**src/rtl/flag_pkg.sv**
```systemverilog
// Shared definitions for the ALU flag interface: OP encodings, condition codes,
// the {O,C,S,Z} flag struct and the OP-to-update-enable decode.
package flag_pkg;

  localparam int OP_W   = 5;
  localparam int COND_W = 4;

  // Arithmetic group: OP[4:3] == 2'b00
  localparam logic [OP_W-1:0] OP_ADD   = 5'b00000;
  localparam logic [OP_W-1:0] OP_ADC   = 5'b00001;
  localparam logic [OP_W-1:0] OP_SUB   = 5'b00010;
  localparam logic [OP_W-1:0] OP_SBB   = 5'b00011;
  localparam logic [OP_W-1:0] OP_INC   = 5'b00100;
  localparam logic [OP_W-1:0] OP_DEC   = 5'b00101;
  localparam logic [OP_W-1:0] OP_NEG   = 5'b00110;
  localparam logic [OP_W-1:0] OP_CMP   = 5'b00111;

  // Shifts
  localparam logic [OP_W-1:0] OP_SHL   = 5'b01000;
  localparam logic [OP_W-1:0] OP_SHR   = 5'b01001;

  // 01010..01111 are reserved and never touch the flags
  localparam logic [OP_W-1:0] OP_RSV_LO = 5'b01010;
  localparam logic [OP_W-1:0] OP_RSV_HI = 5'b01111;

  // Logic group
  localparam logic [OP_W-1:0] OP_CLR   = 5'b10000;
  localparam logic [OP_W-1:0] OP_AND   = 5'b10001;
  localparam logic [OP_W-1:0] OP_OR    = 5'b10010;
  localparam logic [OP_W-1:0] OP_PASSB = 5'b10011;
  localparam logic [OP_W-1:0] OP_XOR   = 5'b10100;
  localparam logic [OP_W-1:0] OP_NAND  = 5'b10101;
  localparam logic [OP_W-1:0] OP_NOR   = 5'b10110;
  localparam logic [OP_W-1:0] OP_XNOR  = 5'b10111;
  localparam logic [OP_W-1:0] OP_ANDN  = 5'b11000;
  localparam logic [OP_W-1:0] OP_ORN   = 5'b11001;
  localparam logic [OP_W-1:0] OP_NOTA  = 5'b11010;
  localparam logic [OP_W-1:0] OP_NOTB  = 5'b11011;
  localparam logic [OP_W-1:0] OP_PASSA = 5'b11100;
  localparam logic [OP_W-1:0] OP_NANDN = 5'b11101;
  localparam logic [OP_W-1:0] OP_NORN  = 5'b11110;
  localparam logic [OP_W-1:0] OP_ONE   = 5'b11111;

  typedef enum logic [COND_W-1:0] {
    COND_ALWAYS = 4'd0,
    COND_EQ     = 4'd1,
    COND_NE     = 4'd2,
    COND_MI     = 4'd3,
    COND_PL     = 4'd4,
    COND_CS     = 4'd5,
    COND_CC     = 4'd6,
    COND_VS     = 4'd7,
    COND_VC     = 4'd8,
    COND_LT     = 4'd9,
    COND_GE     = 4'd10,
    COND_LE     = 4'd11,
    COND_GT     = 4'd12,
    COND_LS     = 4'd13,
    COND_HI     = 4'd14,
    COND_NEVER  = 4'd15
  } cond_e;

  typedef struct packed {
    logic o;
    logic c;
    logic s;
    logic z;
  } flags_t;

  // Mask bit order matches flags_t: {O,C,S,Z}
  function automatic logic [3:0] flag_update_mask(input logic [OP_W-1:0] op);
    logic [3:0] mask;
    mask = 4'b0000;
    if (op[4:3] == 2'b00) begin
      mask = 4'b1111;
    end else if (op == OP_SHL || op == OP_SHR) begin
      mask = 4'b0111;
    end else if (op >= OP_RSV_LO && op <= OP_RSV_HI) begin
      mask = 4'b0000;
    end else if (op == OP_CLR) begin
      mask = 4'b0001;
    end else if (op == OP_PASSB || op == OP_ONE) begin
      mask = 4'b0000;
    end else begin
      mask = 4'b0011;
    end
    return mask;
  endfunction

endpackage

```
**src/rtl/cond_eval.sv**
```systemverilog
// Combinational branch-condition evaluator; also used by the branch
// predictor checker, so it must stay free of state.
module cond_eval
  import flag_pkg::*;
(
  input  flags_t            flags,
  input  logic [COND_W-1:0] cond,
  output logic              taken
);

  logic lt;

  assign lt = flags.s ^ flags.o;

  always_comb begin
    taken = 1'b0;
    case (cond_e'(cond))
      COND_ALWAYS: taken = 1'b1;
      COND_EQ:     taken = flags.z;
      COND_NE:     taken = ~flags.z;
      COND_MI:     taken = flags.s;
      COND_PL:     taken = ~flags.s;
      COND_CS:     taken = flags.c;
      COND_CC:     taken = ~flags.c;
      COND_VS:     taken = flags.o;
      COND_VC:     taken = ~flags.o;
      COND_LT:     taken = lt;
      COND_GE:     taken = ~lt;
      COND_LE:     taken = flags.z | lt;
      COND_GT:     taken = ~flags.z & ~lt;
      COND_LS:     taken = flags.c | flags.z;
      COND_HI:     taken = ~flags.c & ~flags.z;
      COND_NEVER:  taken = 1'b0;
      default:     taken = 1'b0;
    endcase
  end

endmodule

```
**src/rtl/flag_cond_unit.sv**
```systemverilog
// Architectural flag register plus one-cycle branch-condition pipeline.
// Optional shadow save/restore is built only when FLAG_SAVE_EN is defined.
module flag_cond_unit
  import flag_pkg::*;
#(
  parameter int OPW = 5,
  parameter int CW  = 4
) (
  input  logic           CLK,
  input  logic           RESET,
  input  logic           FLAG_WE,
  input  logic [OPW-1:0] OP,
  input  logic           O_IN,
  input  logic           C_IN,
  input  logic           S_IN,
  input  logic           Z_IN,
  input  logic           COND_VALID,
  input  logic [CW-1:0]  COND,
  input  logic           CLR_STICKY,
  input  logic           SAVE,
  input  logic           RESTORE,
  output logic [3:0]     FLAGS,
  output logic           TAKEN_VALID,
  output logic           TAKEN,
  output logic           OVF_STICKY
);

  flags_t     flags_q;
  flags_t     flags_upd;
  flags_t     flags_nxt;
  flags_t     flags_in;
  logic [3:0] upd_mask;
  logic       restore_act;
  logic       sticky_set;
  logic       taken_nxt;

  assign upd_mask = flag_update_mask(OP);
  assign flags_in = '{o: O_IN, c: C_IN, s: S_IN, z: Z_IN};

  always_comb begin
    flags_upd = flags_q;
    if (FLAG_WE) begin
      flags_upd = (flags_q & ~upd_mask) | (flags_in & upd_mask);
    end
  end

`ifdef FLAG_SAVE_EN
  flags_t shadow_q;

  // Restore beats a same-cycle ALU update; SAVE samples pre-edge flags, so
  // SAVE+RESTORE together swaps the two registers.
  assign restore_act = RESTORE;
  assign flags_nxt   = RESTORE ? shadow_q : flags_upd;

  always_ff @(posedge CLK) begin
    if (RESET) begin
      shadow_q <= '0;
    end else if (SAVE) begin
      shadow_q <= flags_q;
    end
  end
`else
  logic unused_save_ctl;

  assign unused_save_ctl = SAVE ^ RESTORE;
  assign restore_act     = 1'b0;
  assign flags_nxt       = flags_upd;
`endif

  // An overflow that is overridden by a restore never commits.
  assign sticky_set = FLAG_WE & upd_mask[3] & O_IN & ~restore_act;

  cond_eval u_cond_eval (
    .flags (flags_nxt),
    .cond  (COND),
    .taken (taken_nxt)
  );

  always_ff @(posedge CLK) begin
    if (RESET) begin
      flags_q     <= '0;
      OVF_STICKY  <= 1'b0;
      TAKEN_VALID <= 1'b0;
      TAKEN       <= 1'b0;
    end else begin
      flags_q <= flags_nxt;
      if (sticky_set) begin
        OVF_STICKY <= 1'b1;
      end else if (CLR_STICKY) begin
        OVF_STICKY <= 1'b0;
      end
      TAKEN_VALID <= COND_VALID;
      if (COND_VALID) begin
        TAKEN <= taken_nxt;
      end
    end
  end

  assign FLAGS = flags_q;

endmodule
```
**config.mk**
```make
export PLATFORM = sky130hd
export DESIGN_NAME = flag_cond_unit
export DESIGN_NICKNAME = d
export VERILOG_FILES = /design/src/rtl/flag_pkg.sv /design/src/rtl/cond_eval.sv /design/src/rtl/flag_cond_unit.sv
export SDC_FILE = /design/constraint.sdc
export NUM_CORES = 1
export LEC_CHECK = 0
export CORE_MARGIN = 2
export CORE_UTILIZATION = 39
export DETAILED_ROUTE_END_ITERATION = 8
export HOLD_SLACK_MARGIN = 0.08
export PLACE_DENSITY = 0.85
export SYNTH_ARGS = -nofsm -noshare
export SYNTH_HDL_FRONTEND = slang
export SYNTH_SLANG_ARGS = --single-unit
```
**constraint.sdc**
```tcl
create_clock -name CLK -period 2.24 [get_ports CLK]
set_input_delay 0.224 -clock CLK [delete_from_list [all_inputs] [get_ports CLK]]
set_output_delay 0.224 -clock CLK [all_outputs]
set_load 0.01 [all_outputs]
```
## Word level (Yosys, flattened, before mapping)

Cells that the tools add are included.

| word-level totals | value |
|---|---|
| input bits | 20 |
| output and inout port bits | 7 |
| word-level logic and storage cells | 60 |
| register bits after elaboration | 7 |

| cells by class | value |
|---|---|
| order comparisons | 2 |
| reduce and logical (&&, ||, !) cells | 6 |
| muxes and demuxes | 9 |
| bitwise gates (word level) | 16 |
| eq/ne operators | 20 |

Operator list:

| cell | number |
|---|---|
| equality test 4 bit (second input constant) | 8 |
| equality test 4 x 3 -> 1 bit (second input constant) | 4 |
| one-hot mux 1 bit (16 select lines) | 1 |
| equality test 5 bit (second input constant) | 3 |
| equality test 5 x 4 -> 1 bit (second input constant) | 2 |
| bitwise AND 4 bit | 2 |
| equality test 4 x 2 -> 1 bit (second input constant) | 2 |
| two-way mux 4 bit | 2 |
| two-way mux 2 bit | 3 |
| >= comparator 5 x 4 -> 1 bit (second input constant) | 1 |
| <= comparator 5 x 4 -> 1 bit (second input constant) | 1 |
| inverter 1 bit | 5 |
| bitwise AND 1 bit | 4 |
| equality test 4 x 1 -> 1 bit (second input constant) | 1 |
| zero test 4 bit | 1 |
| inverter 4 bit | 1 |
| OR 4 bit | 1 |
| two-way mux 3 bit | 1 |
| zero test 2 bit | 1 |
| logical OR 1 bit | 2 |
| two-way mux 1 bit | 2 |
| OR 1 bit | 2 |
| nonzero test 2 bit | 1 |
| logical AND 1 bit | 1 |
| XOR 1 bit | 1 |

## Depth between registers and ports, before layout

| logic depth | value |
|---|---|
| depth in word-level cells | 15 |
| mapped depth | 7 |
| gate-level depth less buffers | 7 |

## Hierarchy

From an unflattened synthesis, not the netlist that was laid out.

| unflattened totals | value |
|---|---|
| cell total of the unflattened synthesis | 63 |
| area total of the unflattened synthesis | 571.8 µm² |

Modules (own cells, without submodules):

| module | cells an instance | times used | area each (µm²) | sequential area each (µm²) |
|---|---|---|---|---|
| flag_cond_unit | 37 | 1 | 384.1 | 140.1 |
| cond_eval | 26 | 1 | 187.7 | 0.0 |

## Least setup slack after synthesis

OpenSTA, ideal clock, no wires.

| path | value |
|---|---|
| path kind | input to register |
| start | in OP[4] |
| end | reg TAKEN |
| setup slack | 0.594 ns |
| stages | 7 |
| library setup time | 0.140 ns |
| arrival | 1.506 ns |
| required time | 2.100 ns |
| buffers on the path | 0 |
| cell sequence | o21bai_1 a21boi_2 and3b_2 mux2_4 a2111oi_4 o41ai_1 o311ai_1 |

| on the way | value |
|---|---|
| longest elaborated chain between the ends | 15 |
| elaborated cells on any way between the ends | 32 |
| those cells by class | 2 x order compare; 5 x eq/ne; 7 x mux; 14 x bitwise; 4 x reduce/logical |

Ends and longest elaborated chain:

| element | line | text |
|---|---|---|
| start: declaration | flag_cond_unit.sv:12 | `input logic [OPW-1:0] OP,` |
| equality test 5 bit | flag_pkg.sv:82 | `end else if (op == OP_PASSB \|\| op == OP_ONE) begin` |
| logical OR 1 bit | flag_pkg.sv:82 |  |
| two-way mux 2 bit | flag_pkg.sv:82 |  |
| two-way mux 2 bit | flag_pkg.sv:80 | `end else if (op == OP_CLR) begin` |
| two-way mux 2 bit | flag_pkg.sv:78 | `end else if (op >= OP_RSV_LO && op <= OP_RSV_HI) begin` |
| two-way mux 3 bit | flag_pkg.sv:76 | `end else if (op == OP_SHL \|\| op == OP_SHR) begin` |
| two-way mux 4 bit (*) | flag_pkg.sv:74 | `if (op[4:3] == 2'b00) begin` |
| inverter 4 bit | flag_cond_unit.sv:43 | `flags_upd = (flags_q & ~upd_mask) \| (flags_in & upd_mask);` |
| bitwise AND 4 bit | flag_cond_unit.sv:43 |  |
| OR 4 bit (*) | flag_cond_unit.sv:43 |  |
| two-way mux 4 bit (*) | flag_cond_unit.sv:42 | `if (FLAG_WE) begin` |
| XOR 1 bit | cond_eval.sv:13 | `assign lt = flags.s ^ flags.o;` |
| inverter 1 bit | cond_eval.sv:28, cond_eval.sv:30 |  |
| bitwise AND 1 bit | cond_eval.sv:30 | `COND_GT: taken = ~flags.z & ~lt;` |
| one-hot mux 1 bit (16 select lines) (*) | cond_eval.sv:17 | `case (cond_e'(cond))` |
| end signal: assignment | flag_cond_unit.sv:94 | `TAKEN <= taken_nxt;` |
| end: declaration | flag_cond_unit.sv:24 | `output logic TAKEN,` |

Every way passes the cells marked *; elsewhere a longest branch is shown, timed or not.
A chain may end at the register's enable or synchronous reset.

## Worst setup path after layout

| path | value |
|---|---|
| start | in OP[1] |
| end | reg TAKEN |

| on the way | value |
|---|---|
| longest elaborated chain between the ends | 15 |
| elaborated cells on any way between the ends | 30 |
| those cells by class | 2 x order compare; 5 x eq/ne; 7 x mux; 13 x bitwise; 3 x reduce/logical |

Ends and longest elaborated chain:

| element | line |
|---|---|
| equality test 5 bit | flag_pkg.sv:82 |
| logical OR 1 bit | flag_pkg.sv:82 |
| two-way mux 2 bit | flag_pkg.sv:82 |
| two-way mux 2 bit | flag_pkg.sv:80 |
| two-way mux 2 bit | flag_pkg.sv:78 |
| two-way mux 3 bit (*) | flag_pkg.sv:76 |
| two-way mux 4 bit (*) | flag_pkg.sv:74 |
| inverter 4 bit | flag_cond_unit.sv:43 |
| bitwise AND 4 bit | flag_cond_unit.sv:43 |
| OR 4 bit (*) | flag_cond_unit.sv:43 |
| two-way mux 4 bit (*) | flag_cond_unit.sv:42 |
| XOR 1 bit | cond_eval.sv:13 |
| inverter 1 bit | cond_eval.sv:28, cond_eval.sv:30 |
| bitwise AND 1 bit | cond_eval.sv:30 |
| one-hot mux 1 bit (16 select lines) (*) | cond_eval.sv:17 |

Marked as above.

==> impl_metrics.ini <==
[outcome]
status = complete, no violations

[grt]
use_met3_pct = 7.76
met2_usage_pct = 35.6
grt_pass1_vias = 653
grt_overflow_total = 0
grt_pass1_wl_um = 2750
grt_use_met1_pct = 21.2
grt_antenna_before_repair = 0
grt_util_all_layers_pct = 20.2
busiest_layer = met2
grt_max_degree = 11

[setup_path]
cp.required_ns = 2.34
crit_fanout = 5
crit_top_cell = mux2i_1
crit_family = compound AO/OA/AOI/OAI gates
slowest_delay_ns = 0.54
critPathSlowestCell = clkdlybuf4s50_1
path_buf_inv = 2
cp_cell_sequence = clkdlybuf4s50_1 > o21ai_0 > nand3b_1 > mux2i_1 > buf_4 > mux2i_1 > o2111ai_1 > o41ai_1 > o311ai_1
arrival_ns = 2.24
start_kind = primary input
critPathCaptureType = flip-flop
path_class = primary input to flip-flop

[placement]
globalplace.congestion = 0.862
dpl_cell_area_sq_um = 863
numPortBuffers = 24
hpwl_um = 1220

[final_layout]
area_delta_synth_final_pct = 57.6
diodes = 0
stdcell_area_sq_um = 890
final_nets = 121
drive_above_1_share_pct = 18.0
final_util_pct = 66.7

[detailed_routing]
vias_per_cell = 5.55
num_vias = 638
ant_nets = 0
drc_errors = 0
drt_wl_total_um = 1520
firstDrtPassIters = 4
wl_per_cell_um = 13.2
drtIter0Drc = 9

[synthesis]
yosysWarnings = 0
synthFlopType = dfxtp_1
ys_seq_area_share_pct = 24.8
avgSynthCellArea_sq_um = 8.42
netlist_instances = 67
yosysUniqueCellTypes = 34
synth_edf_count = 0
ys_ff_latch = 7
synth_nets = 87
syn_area_sq_um = 564
synthArstFlopShare_pct = 0

[clocking]
ctsRootBufferMaster = clkbuf_4
clock-sinks = 7
cts_inserted_buffers = 3
htree_levels = 1
ctsResizeCount = 0
cts_tree = yes
hold_buffers = 0
clk_latency_ns = 0.25
cts.clk_slew.worst_paths_ns = 0.05
cts_setup_buffers = 0
clockBufferDepth = 2

[floorplan]
die_w_um = 42.0
num_rows = 13
dieArea_sq_mm = 0.00177
ioPinCount = 27
die_y_um = 42.0
core_area_sq_mm = 0.00133
start_util_pct = 42.3

[sta]
worstMarginPinSlew_ns = 0.355
fmax_mhz = 469
hold_viol_final = 0
setup_viol = 0
fin_skew_ns = 0.00528
slew_viol_final = 0
relSlewSlack_pct = 75.7
min_period_over_period_pct = 95.1
min_period_ns = 2.13
rsz0062_at_grt = false

[power]
p_leak_nw = 0.346
max-vdd-ir-drop_mv = 0.414
cellPowerDensity_mw_per_mm2 = 430

[job]
maxCapViolCount = 0

[worst_hold_path]
hold_class = flip-flop to flip-flop
per-layer routing:
metal	vias up	part of all wire [%]
li1	317	-
met1	284	42
met2	32	49
met3	5	6.8
met4	0	2.4
met5	-	0
power breakdown:
part	total (mW)	internal (mW)	leakage (nW)	switching, mW
Combinational	0.133	0.0749	0.273	0.0579
Sequential	0.136	0.132	0.0575	0.00384
Clock	0.114	0.0679	0.0150	0.0458
synth_stat cells, types with 2 or more instances:
master,n,area (sq um)
dfxtp_1,7,140
inv_1,5,18.8
mux2i_1,3,30.0
mux2i_2,2,27.5
nand2_1,4,15.0
nand3_1,2,10.0
nor2_1,10,37.5
nor2b_1,2,12.5
nor4_1,2,12.5
o2111ai_1,3,26.3
o21ai_0,3,15.0
o311ai_1,2,17.5
cell usage in the layout (no fill, tap or decap), types with 2 or more instances in the layout:
| cell | n |
|---|---|
| mux2i_1 | 3 |
| nor4_1 | 2 |
| o311ai_1 | 2 |
| clkdlybuf4s50_1 | 24 |
| inv_1 | 5 |
| buf_4 | 6 |
| nand3_1 | 2 |
| mux2i_2 | 2 |
| nor2_1 | 10 |
| dfxtp_1 | 7 |
| clkbuf_4 | 3 |
| nand2_1 | 4 |
| nor2b_1 | 2 |
| o21ai_0 | 3 |
| o2111ai_1 | 3 |
cell type report:
class                   instances  area [sq um]
flip-flops and latches          7           140
inverters                       5          18.8
fillers                       120           444
well taps                      15          18.8
multi-input cells              54           400
repair buffers                 30           285
clock buffers                   4          26.3
state kept, by name, summed over array words and instances (netlist names):
name	cells
FLAGS	4
OVF_STICKY	1
TAKEN_VALID	1
TAKEN	1
path summary, 6_finish.rpt:
kind,startpoint,to,slack [ns],cells past startpoint
setup reg to reg,FLAGS[2],TAKEN,0.61,6
hold / removal,OVF_STICKY,OVF_STICKY,0.61,3
setup / recovery,OP[1],TAKEN,0.11,9
hold reg to reg,OVF_STICKY,OVF_STICKY,0.61,3
logic make-up (layout without fill, tap and decap cells):
group	Yosys count	after routing	synth area share [%]
flops	7	7	24.8
xor+xnor	2	2	3.10
simple gates	28	28	26.4
mux	6	6	12.9
buf+inv	6	39	4.21
compound gates	18	18	28.6
through the flow:
stage	cells	setup TNS (ns)	power [mW]	hold WS [ns]	setup WS [ns]
detailed placement	111	-0.112	0.270	0.603	-0.112
CTS	115	0	0.387	0.621	0.138
global placement	111	-0.0277	0.267	0.573	-0.0277
global route	115	0	0.415	0.623	0.0225
floorplan	67	0	0.197	0.296	0.594
finish	115	0	0.382	0.611	0.109
tightest hold or removal path, cell delays in order (launching register included):
cell	delay [ns]
dfxtp_1	0.32
nor2b_1	0.13
a21oi_1	0.05
nor2_1	0.07
Note: power is estimated with default switching activity, not from simulation.
